### config.mk
export PLATFORM = sky130hd
export DESIGN_NAME = dm_csr_access
export DESIGN_NICKNAME = d
export VERILOG_FILES = /design/src/rtl/dm_csr_access.sv
export SDC_FILE = /design/constraint.sdc
export NUM_CORES = 1
export LEC_CHECK = 0
export CAP_MARGIN = 15
export CORE_MARGIN = 1.5
export CORE_UTILIZATION = 45
export CTS_BUF_LIST = sky130_fd_sc_hd__clkbuf_2 sky130_fd_sc_hd__clkbuf_4 sky130_fd_sc_hd__clkbuf_8
export CTS_CLUSTER_SIZE = 28
export DETAILED_ROUTE_END_ITERATION = 7
export GPL_ROUTABILITY_DRIVEN = 0
export PLACE_DENSITY = 0.75
export SETUP_SLACK_MARGIN = 0.05
export SLEW_MARGIN = 20
export SYNTH_ARGS = -nofsm -noshare
export SYNTH_HDL_FRONTEND = slang
export SYNTH_SLANG_ARGS = --single-unit
### constraint.sdc
create_clock -name clk -period 5.8 [get_ports clk]
set_clock_uncertainty 0.15 [all_clocks]
set_input_delay 0.87 -clock clk [delete_from_list [all_inputs] [get_ports clk]]
set_output_delay 0.87 -clock clk [all_outputs]
set_load 0.005 [all_outputs]
### src/rtl/dm_csr_access.sv
// dm_csr_access: debug-module initiator for the hart CSR access port.
// Takes one abstract CSR command at a time. It waits for the CSR port grant,
// reads the old value, and may then write it back using swap, set or clear.
// It returns the old value and a status on the response channel.

package config_pkg;
    localparam int XLEN = 32;
endpackage

module dm_csr_access #(
    parameter int XLEN    = config_pkg::XLEN,
    parameter int TIMEOUT = 1024
) (
    input  logic            clk,
    input  logic            reset,
    input  logic            CmdValid,
    output logic            CmdReady,
    input  logic [1:0]      CmdOp,
    input  logic [11:0]     CmdAdr,
    input  logic [XLEN-1:0] CmdData,
    output logic            RspValid,
    input  logic            RspReady,
    output logic [XLEN-1:0] RspData,
    output logic [1:0]      RspStatus,
    output logic            CSRReqM,
    input  logic            CSRGrantM,
    output logic [11:0]     CSRAdrM,
    output logic            CSRWriteM,
    output logic [XLEN-1:0] CSRWriteValM,
    input  logic [XLEN-1:0] CSRReadValM,
    input  logic            IllegalCSRAccessM
);

    // Counter sized to hold TIMEOUT; one bit when the timeout is disabled.
    localparam int CW = (TIMEOUT > 0) ? $clog2(TIMEOUT + 1) : 1;
    localparam logic [CW-1:0] CNT_MAX = '1;
    localparam logic [CW-1:0] TO_VAL  = CW'(TIMEOUT);

    typedef enum logic [2:0] {
        S_IDLE,
        S_ARB,
        S_READ,
        S_WRITE,
        S_RESP
    } state_t;

    typedef enum logic [1:0] {
        OP_READ  = 2'd0,
        OP_WRITE = 2'd1,
        OP_SET   = 2'd2,
        OP_CLR   = 2'd3
    } op_t;

    typedef enum logic [1:0] {
        ST_OK      = 2'd0,
        ST_ILLEGAL = 2'd1,
        ST_TIMEOUT = 2'd2,
        ST_ABORT   = 2'd3
    } status_t;

    state_t            state_q,  state_d;
    op_t               op_q,     op_d;
    logic [11:0]       adr_q,    adr_d;
    logic [XLEN-1:0]   data_q,   data_d;
    logic [XLEN-1:0]   wval_q,   wval_d;
    logic [XLEN-1:0]   rdata_q,  rdata_d;
    status_t           status_q, status_d;
    logic [CW-1:0]     cnt_q,    cnt_d;

    assign RspData   = rdata_q;
    assign RspStatus = status_q;

    // Next-state, datapath updates and port outputs for the command sequencer.
    always_comb begin
        state_d      = state_q;
        op_d         = op_q;
        adr_d        = adr_q;
        data_d       = data_q;
        wval_d       = wval_q;
        rdata_d      = rdata_q;
        status_d     = status_q;
        cnt_d        = cnt_q;
        CmdReady     = 1'b0;
        RspValid     = 1'b0;
        CSRReqM      = 1'b0;
        CSRAdrM      = '0;
        CSRWriteM    = 1'b0;
        CSRWriteValM = '0;

        case (state_q)
            S_IDLE: begin
                CmdReady = 1'b1;
                if (CmdValid) begin
                    op_d    = op_t'(CmdOp);
                    adr_d   = CmdAdr;
                    data_d  = CmdData;
                    cnt_d   = '0;
                    state_d = S_ARB;
                end
            end

            S_ARB: begin
                CSRReqM = 1'b1;
                CSRAdrM = adr_q;
                if (CSRGrantM) begin
                    state_d = S_READ;
                end else begin
                    cnt_d = (cnt_q == CNT_MAX) ? cnt_q : cnt_q + CW'(1);
                    if ((TIMEOUT != 0) && (cnt_d == TO_VAL)) begin
                        status_d = ST_TIMEOUT;
                        rdata_d  = '0;
                        state_d  = S_RESP;
                    end
                end
            end

            S_READ: begin
                CSRReqM = 1'b1;
                CSRAdrM = adr_q;
                rdata_d = CSRReadValM;
                if (!CSRGrantM) begin
                    status_d = ST_ABORT;
                    state_d  = S_RESP;
                end else if (IllegalCSRAccessM) begin
                    status_d = ST_ILLEGAL;
                    rdata_d  = '0;
                    state_d  = S_RESP;
                end else if (op_q == OP_READ) begin
                    status_d = ST_OK;
                    state_d  = S_RESP;
                end else if ((op_q != OP_WRITE) && (data_q == '0)) begin
                    // Set/clear with an empty mask cannot change the CSR; skip the write.
                    status_d = ST_OK;
                    state_d  = S_RESP;
                end else begin
                    case (op_q)
                        OP_SET:  wval_d = CSRReadValM | data_q;
                        OP_CLR:  wval_d = CSRReadValM & ~data_q;
                        default: wval_d = data_q;
                    endcase
                    state_d = S_WRITE;
                end
            end

            S_WRITE: begin
                CSRReqM      = 1'b1;
                CSRAdrM      = adr_q;
                CSRWriteValM = wval_q;
                CSRWriteM    = CSRGrantM & ~IllegalCSRAccessM;
                if (!CSRGrantM) begin
                    status_d = ST_ABORT;
                end else if (IllegalCSRAccessM) begin
                    status_d = ST_ILLEGAL;
                end else begin
                    status_d = ST_OK;
                end
                state_d = S_RESP;
            end

            S_RESP: begin
                RspValid = 1'b1;
                if (RspReady) begin
                    state_d = S_IDLE;
                end
            end

            default: begin
                state_d = S_IDLE;
            end
        endcase
    end

    // State and datapath registers; reset aborts any operation in flight.
    always_ff @(posedge clk or negedge reset) begin
        if (!reset) begin
            state_q  <= S_IDLE;
            op_q     <= OP_READ;
            adr_q    <= '0;
            data_q   <= '0;
            wval_q   <= '0;
            rdata_q  <= '0;
            status_q <= ST_OK;
            cnt_q    <= '0;
        end else begin
            state_q  <= state_d;
            op_q     <= op_d;
            adr_q    <= adr_d;
            data_q   <= data_d;
            wval_q   <= wval_d;
            rdata_q  <= rdata_d;
            status_q <= status_d;
            cnt_q    <= cnt_d;
        end
    end

endmodule

==> reports/metrics.yaml, run 1 <==
outcome: "finished clean"
ys_types: 58
flow.area_growth_from_synthesis_pct: 33.17
die-width_um: 121.7
detail_route.wirelength_um: 17240
power.leakage_nw: 3.606
detail_route.vias_per_cell: 5.542
root_buffer: "sky130_fd_sc_hd__clkbuf_8"
synth_enable_flop_cells: 0
netSwitchingFraction_pct: 35.08
ioPinCount: 166
post-cts-setup-buffers: 0
peakVddDrop_mv: 0.2228
final.period_utilization_pct: 67.75
avgSynthCellArea_um2: 9.949
grt_use_total_pct: 24.24
footprint_of_the_multi_input_gates_um2: 2937
syn-num-nets: 722
setup_tns_ps: 0
synth_flop_cell: "sky130_fd_sc_hd__dfrtp_1"
grt_start_max_net_pins: 67
power_frac_seq_pct: 40.3
timing.max_cap.violations: 0
tritoncts: "yes"
number_of_pins_exceeding_their_max_slew_limit_in_the_final_report: 0
sequential_area_share_after_synthesis_pct: 49.75
slew_headroom_pct: 26.94
synth_seq_cells: 126
routed_wire_length_per_instance_um: 17.72
clk_pin_slew_worst_paths_ps: 70
grt_setup_unrepaired: "no"
drc: 0
cts_hold_buffers: 0
clock_insertion_delay_worst_skew_ps: 430
starting_density_of_the_core_pct: 45.83
ffs_w_async_s_r_synth_pct: 100.0
hp-class: "in -> async"
design_power_total_w: 0.003973
layout.cells.most_common: "sky130_fd_sc_hd__clkdlybuf4s50_1"
firstDrtPassIters: 5
ratio_of_cells_with_drive_above_1_in_the_final_layout_pct: 16.52
timing.final.crit_period_ps: 3930
setup-violations-final: 0
detailroute.via_count: 5392
antenna_cells_inserted: 0
clock-sinks: 126
first_global_vias: 5395
path_class: "reg -> out"
cts_max_path_buffers: 2
crit_fanout: 40
ctsResizeCount: 0
maxClockFrequency_ghz: 0.2545
grt.overflow.total: 0
comb_power_share_pct: 39.4
core_area_um2: 13830
end_kind: "output port"
syn_area_um2: 6337
detailedRoute.firstIterationViolations: 414
overall_die_area_um2: 14800
postRouteAntennaNets: 0
fin_util_pct: 61.04
required_ps: 4780
die-height_um: 121.7
cts_max_level: 4
yosysWarnings: 0
tightest_slew_ps: 1093
fp-row-count: 43
ff_latch_area_um2: 3153
grt_first_pass_wirelength_um: 27540
finalNetCount: 866
power_share_of_the_clock_group_pct: 20.2
critPathLaunchType: "flop"
crit_arrival_ps: 2910
power_density_relative_to_cell_area_nw_per_um2: 470.7
hpwlAfterDp_um: 11940
number_of_buffers_created_by_cts: 17
grt_antenna_before_repair: 0
layout_common_cells: "164 x sky130_fd_sc_hd__clkdlybuf4s50_1, 126 x sky130_fd_sc_hd__dfrtp_1, 106 x sky130_fd_sc_hd__nand2_1"
placement.io_buffers: 165
power.internal_w: 0.002579
fillers: 1136
syn-instance-count: 637
switching_power_w: 0.001394
timing.final.hold_violations: 0
[layout make-up]
class	instances	area share [%]
clock inverter	7	1.305
sequential	126	37.36
timing repair buffer	171	20.12
clock buffer	24	3.617
multi-input combinational	462	34.80
tap	180	2.669
inverter	3	0.1334
[state kept, by name (all words and copies together) (netlist names)]
name / count
cnt_q: 11
adr_q: 12
op_q: 2
wval_q: 32
RspData: 32
state_q: 3
RspStatus: 2
data_q: 32
[Yosys cell counts (2+ instances only)]
cell type	count	area (um^2)
sky130_fd_sc_hd__a311oi_1	4	35.03
sky130_fd_sc_hd__nand3b_1	2	15.01
sky130_fd_sc_hd__a22oi_1	32	240.2
sky130_fd_sc_hd__o21ai_2	30	262.8
sky130_fd_sc_hd__a41oi_1	3	26.28
sky130_fd_sc_hd__inv_1	3	11.26
sky130_fd_sc_hd__nor3_1	6	30.03
sky130_fd_sc_hd__and3_1	35	219.0
sky130_fd_sc_hd__buf_6	2	22.52
sky130_fd_sc_hd__nand2b_1	3	18.77
sky130_fd_sc_hd__o21ai_0	40	200.2
sky130_fd_sc_hd__nor4_1	6	37.54
sky130_fd_sc_hd__a211oi_1	2	15.01
sky130_fd_sc_hd__nor2_1	42	157.7
sky130_fd_sc_hd__mux2_2	46	518.0
sky130_fd_sc_hd__a31oi_1	2	12.51
sky130_fd_sc_hd__nor2b_1	3	18.77
sky130_fd_sc_hd__dfrtp_1	126	3153
sky130_fd_sc_hd__buf_4	2	15.01
sky130_fd_sc_hd__buf_12	3	60.06
sky130_fd_sc_hd__clkbuf_1	23	86.33
sky130_fd_sc_hd__a31o_2	2	17.52
sky130_fd_sc_hd__and4b_1	2	20.02
sky130_fd_sc_hd__a21oi_1	39	195.2
sky130_fd_sc_hd__nor2_2	2	12.51
sky130_fd_sc_hd__nand3_1	4	20.02
sky130_fd_sc_hd__nand4_1	4	25.02
sky130_fd_sc_hd__buf_2	15	75.07
sky130_fd_sc_hd__xnor2_1	3	26.28
sky130_fd_sc_hd__and2_1	17	106.4
sky130_fd_sc_hd__nand2_1	107	401.6
[final timing paths]
path / startpoint / to / slack, ps / depth (start not counted)
max: state_q[0] / CSRAdrM[11] / 1870 / 4
min: reset / adr_q[9] / 290 / 1
max reg2reg: state_q[0] / RspStatus[0] / 2550 / 7
min reg2reg: wval_q[19] / wval_q[19] / 320 / 2
max in group asynchronous: reset / wval_q[20] / 4020 / 2
min in group clk: wval_q[19] / wval_q[19] / 320 / 2
[critical path: stages, from the launching register on]
cell and delay, ps:
sky130_fd_sc_hd__dfrtp_1 1050, sky130_fd_sc_hd__nor2_1 170, sky130_fd_sc_hd__nor2_1 520, sky130_fd_sc_hd__and2_1 220, sky130_fd_sc_hd__clkdlybuf4s50_1 510
[power groups by stage]
stage               clock, W  sequential, W  combinational, W
floorplan                  0        0.00150          0.000975
global placement           0        0.00159           0.00151
detailed placement         0        0.00161           0.00157
CTS                 0.000818        0.00160           0.00158
global route        0.000856        0.00166           0.00173
finish              0.000804        0.00160           0.00157
[per-stage QoR]
step	hold slack, ps	area (um^2)	setup WS [ps]	std cells
finish	285.6	8439	1870	973
global route	308.1	8439	1637	973
CTS	288.9	8432	1832	973
detailed placement	313.3	8016	2311	942
global placement	304.3	8016	2431	942
floorplan	292.3	6337	3586	637
[routing by layer]
metal	global-route usage (%)	wire length, um
met1	31.29	7540
met2	39.23	8264
met3	6.788	1101
met4	8.603	332
met5	0	0
[cells by family (layout without fill, tap and decap cells)]
group                      count (synthesis)  in the layout  share of synthesized area, %
adders and majority gates                  1              1                        0.1974
xor gates and xnor gates                   3              3                        0.4147
muxes                                     48             48                         8.569
DFF                                      126            126                         49.75
AOI/OAI and AO/OA                        165            165                         17.81
buffers and inverters                     49            205                         4.324
and+or+nand+nor                          245            245                         18.93
No activity file was read; power rests on OpenSTA's default activity.
==> inputs of run 2 (changes only) <==
Clock period 5.8 ns to 3.95 ns, I/O delays scaled along.
==> run 2 against run 1 <==
Against the previous run: the flow now finishes with violations (negative hold slack); hold slack lost 290 ps; final area is 0.13% higher; first-iteration DRC count is 25% lower; cell count increased by 0.31%; clock power grew 39%; critical path depth stayed put; utilization increased by 0.081 points; non-clock buffer count grew 3; combinational power grew 50%; sequential cell count unchanged.
==> reports/metrics.yaml, run 2 (same netlist as run 1, synthesis figures left out) <==
crit_path_frequent_cell: "sky130_fd_sc_hd__nor2_1"
core_area_um2: 13830
antenna_cells_inserted: 0
power_density_relative_to_cell_area_nw_per_um2: 686.4
outcome: "complete, but fails checks"
cts_max_path_buffers: 2
post-cts-setup-buffers: 0
cp_cell_sequence: "nor2_1, nor2_1, and2_1, clkdlybuf4s50_1"
path_depth: 4
gr-usage-met1_pct: 30.80
grt.overflow.total: 0
grt_use_total_pct: 24.24
ctsResizeCount: 0
layout_common_cells: "164 x sky130_fd_sc_hd__clkdlybuf4s50_1, 126 x sky130_fd_sc_hd__dfrtp_1, 106 x sky130_fd_sc_hd__nand2_1"
clk_pin_slew_worst_paths_ps: 70
fp-row-count: 43
clock_insertion_delay_worst_skew_ps: 440
reg2reg_slack_ps: 1120
number_of_buffers_created_by_cts: 17
power_share_of_the_clock_group_pct: 19.3
layoutNonFillerInstCount: 976
die-height_um: 121.7
grt_antenna_before_repair: 0
worst_path_largest_cell_delay_ps: 580
hpwlAfterDp_um: 11970
tightest_slew_ps: 953.6
peakVddDrop_mv: 0.3488
design_power_total_w: 0.005800
drc: 0
crit_path_top_delay_cell: "sky130_fd_sc_hd__dfrtp_1"
crit_arrival_ps: 2380
cts_hold_buffers: 0
detailroute.via_count: 5364
layout.cells.most_common: "sky130_fd_sc_hd__clkdlybuf4s50_1"
starting_density_of_the_core_pct: 45.83
clock-sinks: 126
grt_most_used_layer: "met2"
r2r_end: "RspData[30]"
tritoncts: "yes"
end_kind: "output port"
ioPinCount: 166
path_class: "reg -> out"
setup_tns_ps: 0
placement.io_buffers: 165
firstDrtPassIters: 5
ratio_of_cells_with_drive_above_1_in_the_final_layout_pct: 16.83
grtUsageMet3_pct: 7.069
flow.area_growth_from_synthesis_pct: 33.35
power.internal_w: 0.003749
critPathLaunchType: "flop"
failing_checks: "negative hold slack"
overall_die_area_um2: 14800
switching_power_w: 0.002052
timing.final.crit_period_ps: 3122
number_of_pins_exceeding_their_max_slew_limit_in_the_final_report: 0
r2r_depth: 6
globalRouteMet2Util_pct: 38.81
routed_wire_length_per_instance_um: 17.59
hold_slack_ps: -6.178
fin_util_pct: 61.12
detailedRoute.firstIterationViolations: 312
crit_fanout: 15
grt_setup_unrepaired: "no"
hp-class: "in -> async"
comb_power_share_pct: 40.6
final.period_utilization_pct: 79.03
crit_family: "simple AND/OR/NAND/NOR gates"
required_ps: 3210
power.leakage_nw: 3.615
cp_startpoint: "state_q[0]"
timing.final.hold_violations: 3
cts_max_level: 4
worst_r2r_startpoint: "cnt_q[0]"
timing.max_cap.violations: 0
power_frac_seq_pct: 40.1
detail_route.wirelength_um: 17170
detail_route.vias_per_cell: 5.496
place.detailed.instances: 945
root_buffer: "sky130_fd_sc_hd__clkbuf_8"
setup-violations-final: 0
die-width_um: 121.7
first_global_vias: 5378
netSwitchingFraction_pct: 35.37
postRouteAntennaNets: 0
crit_buf_inv: 1
critical_path.endpoint: "CSRAdrM[4]"
maxClockFrequency_ghz: 0.3203
slew_headroom_pct: 36.28
finalNetCount: 869
grt_first_pass_wirelength_um: 27450
grt_start_max_net_pins: 77
[run 2: cell types whose count changed in the layout (fill, tap and decap cells not counted)]
cell / delta
sky130_fd_sc_hd__buf_12: +1
sky130_fd_sc_hd__clkbuf_8: +1
sky130_fd_sc_hd__clkinv_2: +1
sky130_fd_sc_hd__nor2b_2: +1
sky130_fd_sc_hd__clkbuf_4: -1
sky130_fd_sc_hd__nor2b_4: -1
sky130_fd_sc_hd__bufinv_16: -1
sky130_fd_sc_hd__buf_4: +2
[run 2: per-stage QoR]
stage	worst slack [ps]	cell area [um^2]
4_1_cts	781.1	8448
5_1_grt	661.6	8451
3_5_place_dp	1127	8051
6_report	828.2	8451
2_1_floorplan	1789	6337
3_3_place_gp	1255	8051
[run 2: worst min-delay path by stage]
stage,to,slack (ps),cells after the start,start
after floorplan,RspData[0],150,0,reset
after global placement,wval_q[17],300,2,wval_q[17]
after detailed placement,wval_q[17],310,2,wval_q[17]
after CTS,adr_q[1],20,1,reset
after global routing,adr_q[1],40,1,reset
final,adr_q[8],-6,1,reset
[run 2: cell type report]
cell class / instances / area, um^2
Timing Repair Buffer: 174 / 1733
Sequential cell: 126 / 3153
Inverter: 3 / 11.26
Fill cell: 1141 / 5376
Multi-Input combinational cell: 462 / 2932
Clock inverter: 7 / 85.08
Clock buffer: 24 / 311.5
Tap cell: 180 / 225.2
[run 2: power by group through the flow]
stage / Sequential [W] / Combinational (W) / Clock, W
global placement: 0.00230 / 0.00229 / 0
floorplan: 0.00220 / 0.00143 / 0
global route: 0.00241 / 0.00260 / 0.00120
detailed placement: 0.00234 / 0.00236 / 0
finish: 0.00233 / 0.00235 / 0.00112
CTS: 0.00232 / 0.00238 / 0.00114
[run 2: per-layer routing]
layer | part of all wire (%) | vias up
li1 | - | 2553
met1 | 43 | 2596
met2 | 48 | 185
met3 | 6.5 | 30
met5 | 0 | -
met4 | 2.4 | 0
==> inputs of run 3 (changes only) <==
Clock period 3.95 ns to 3.2 ns, I/O delays scaled along.
==> run 3 against run 2 <==
Against the previous run: the run still ends with negative hold slack left; clock power rose by 13%; highest routed layer unchanged; final area rose by 0.13%; sequential cell count unchanged; power increased by 22%; register-to-register slack lost 680 ps; utilization is 0.082 points higher; via count rose by 0.65%; clock-buffer cell count is 2 higher; routed wire length increased by 0.43%.
==> reports/metrics.yaml, run 3 (same netlist as run 1, synthesis figures left out) <==
outcome: "complete, but fails checks"
failing_checks: "negative hold slack"
power_share_of_the_clock_group_pct: 17.9
fp-row-count: 43
die-height_um: 121.7
number_of_pins_exceeding_their_max_slew_limit_in_the_final_report: 0
timing.final.hold_violations: 20
power_density_relative_to_cell_area_nw_per_um2: 837.7
core_area_um2: 13830
first_global_vias: 5251
hpwlAfterDp_um: 12000
overall_die_area_um2: 14800
finalNetCount: 873
slew_headroom_pct: 34.91
maxClockFrequency_ghz: 0.3508
grt_setup_unrepaired: "no"
final.period_utilization_pct: 89.09
fillers: 1167
clock_insertion_delay_worst_skew_ps: 440
switching_power_w: 0.002553
number_of_buffers_created_by_cts: 17
clock-sinks: 126
postRouteAntennaNets: 0
hold_slack_ps: -32.99
grt_antenna_before_repair: 0
critPathLaunchType: "flop"
grt_use_total_pct: 24.12
drc: 0
crit_arrival_ps: 2220
detailedRoute.firstIterationViolations: 257
hp-class: "in -> async"
end_kind: "output port"
peakVddDrop_mv: 0.5027
timing.final.crit_period_ps: 2851
detailroute.via_count: 5399
netSwitchingFraction_pct: 36.02
layout_common_cells: "164 x sky130_fd_sc_hd__clkdlybuf4s50_1, 126 x sky130_fd_sc_hd__dfrtp_1, 107 x sky130_fd_sc_hd__nand2_1"
post-cts-setup-buffers: 0
fin_util_pct: 61.20
timing.max_cap.violations: 0
grt_first_pass_wirelength_um: 27210
crit_fanout: 19
cts_max_level: 4
path_class: "reg -> out"
power.internal_w: 0.004535
ratio_of_cells_with_drive_above_1_in_the_final_layout_pct: 17.35
detail_route.vias_per_cell: 5.504
power.leakage_nw: 3.621
required_ps: 2570
root_buffer: "sky130_fd_sc_hd__clkbuf_8"
power_frac_seq_pct: 40.6
clk_pin_slew_worst_paths_ps: 70
routed_wire_length_per_instance_um: 17.58
comb_power_share_pct: 41.5
tightest_slew_ps: 974.2
detail_route.wirelength_um: 17240
cts_max_path_buffers: 2
grt_start_max_net_pins: 100
placement.io_buffers: 165
ioPinCount: 166
antenna_cells_inserted: 0
tritoncts: "yes"
layout.cells.most_common: "sky130_fd_sc_hd__clkdlybuf4s50_1"
grt.overflow.total: 0
setup_tns_ps: 0
setup-violations-final: 0
firstDrtPassIters: 5
flow.area_growth_from_synthesis_pct: 33.52
starting_density_of_the_core_pct: 45.83
die-width_um: 121.7
run 3: final timing paths:
kind,depth (start not counted),from,slack (ps),end
setup / recovery,4,state_q[0],350,CSRAdrM[6]
hold reg to reg,2,wval_q[4],330,wval_q[4]
max in group asynchronous,2,reset,2090,RspData[2]
hold / removal,1,reset,-30,adr_q[11]
min in group clk,2,wval_q[4],330,wval_q[4]
setup reg to reg,6,cnt_q[0],440,RspData[30]
run 3: power groups by stage:
stage	Clock [W]	Sequential, W	Combinational [W]
floorplan	0	0.00272	0.00177
finish	0.00127	0.00288	0.00294
global route	0.00136	0.00298	0.00323
global placement	0	0.00287	0.00286
CTS	0.00130	0.00288	0.00296
detailed placement	0	0.00290	0.00295
run 3: layout make-up:
class | instances | area [um^2] | area share [%]
multi-input cells | 462 | 2932 | 34.64
repair buffers | 178 | 1775 | 20.98
clock inverters | 6 | 32.53 | 0.3844
inverters | 3 | 11.26 | 0.1331
clock buffers | 26 | 332.8 | 3.933
well taps | 180 | 225.2 | 2.662
flip-flops and latches | 126 | 3153 | 37.26
run 3: worst max-delay path, stage by stage, from the launching register on:
cell	delay, ps
sky130_fd_sc_hd__dfrtp_1	620
sky130_fd_sc_hd__nor2_1	140
sky130_fd_sc_hd__nor2_2	330
sky130_fd_sc_hd__and2_1	190
sky130_fd_sc_hd__clkdlybuf4s50_1	510
run 3: metrics by stage:
| step | power (W) | hold slack, ps | cells | setup slack [ps] | instance area [um^2] |
|---|---|---|---|---|---|
| after global routing | 0.007567 | 55.15 | 981 | 133.1 | 8462 |
| after detailed placement | 0.005850 | 312.8 | 949 | 423.8 | 8094 |
| after floorplan | 0.004485 | 34.41 | 637 | 1039 | 6337 |
| after CTS | 0.007141 | 8.442 | 981 | 104.4 | 8459 |
| final | 0.007088 | -32.99 | 981 | 349.0 | 8462 |
| after global placement | 0.005734 | 303.9 | 949 | 576.8 | 8094 |
run 3: metal layers:
| layer | up-vias | GRT usage [%] | part of all wire (%) | routed length [um] |
|---|---|---|---|---|
| met2 | 211 | 39.30 | 48 | 8356 |
| li1 | 2579 | - | - | - |
| met5 | - | 0 | 0 | 0 |
| met1 | 2590 | 31.02 | 43 | 7476 |
| met4 | 0 | 9.338 | 1.7 | 292 |
| met3 | 19 | 6.039 | 6.5 | 1118 |
run 3: repair_timing:
action                                  in CTS  in global routing
gates resized for setup                      0                  1
hold buffers                                 0                  0
endpoints found under the setup margin       0                 13
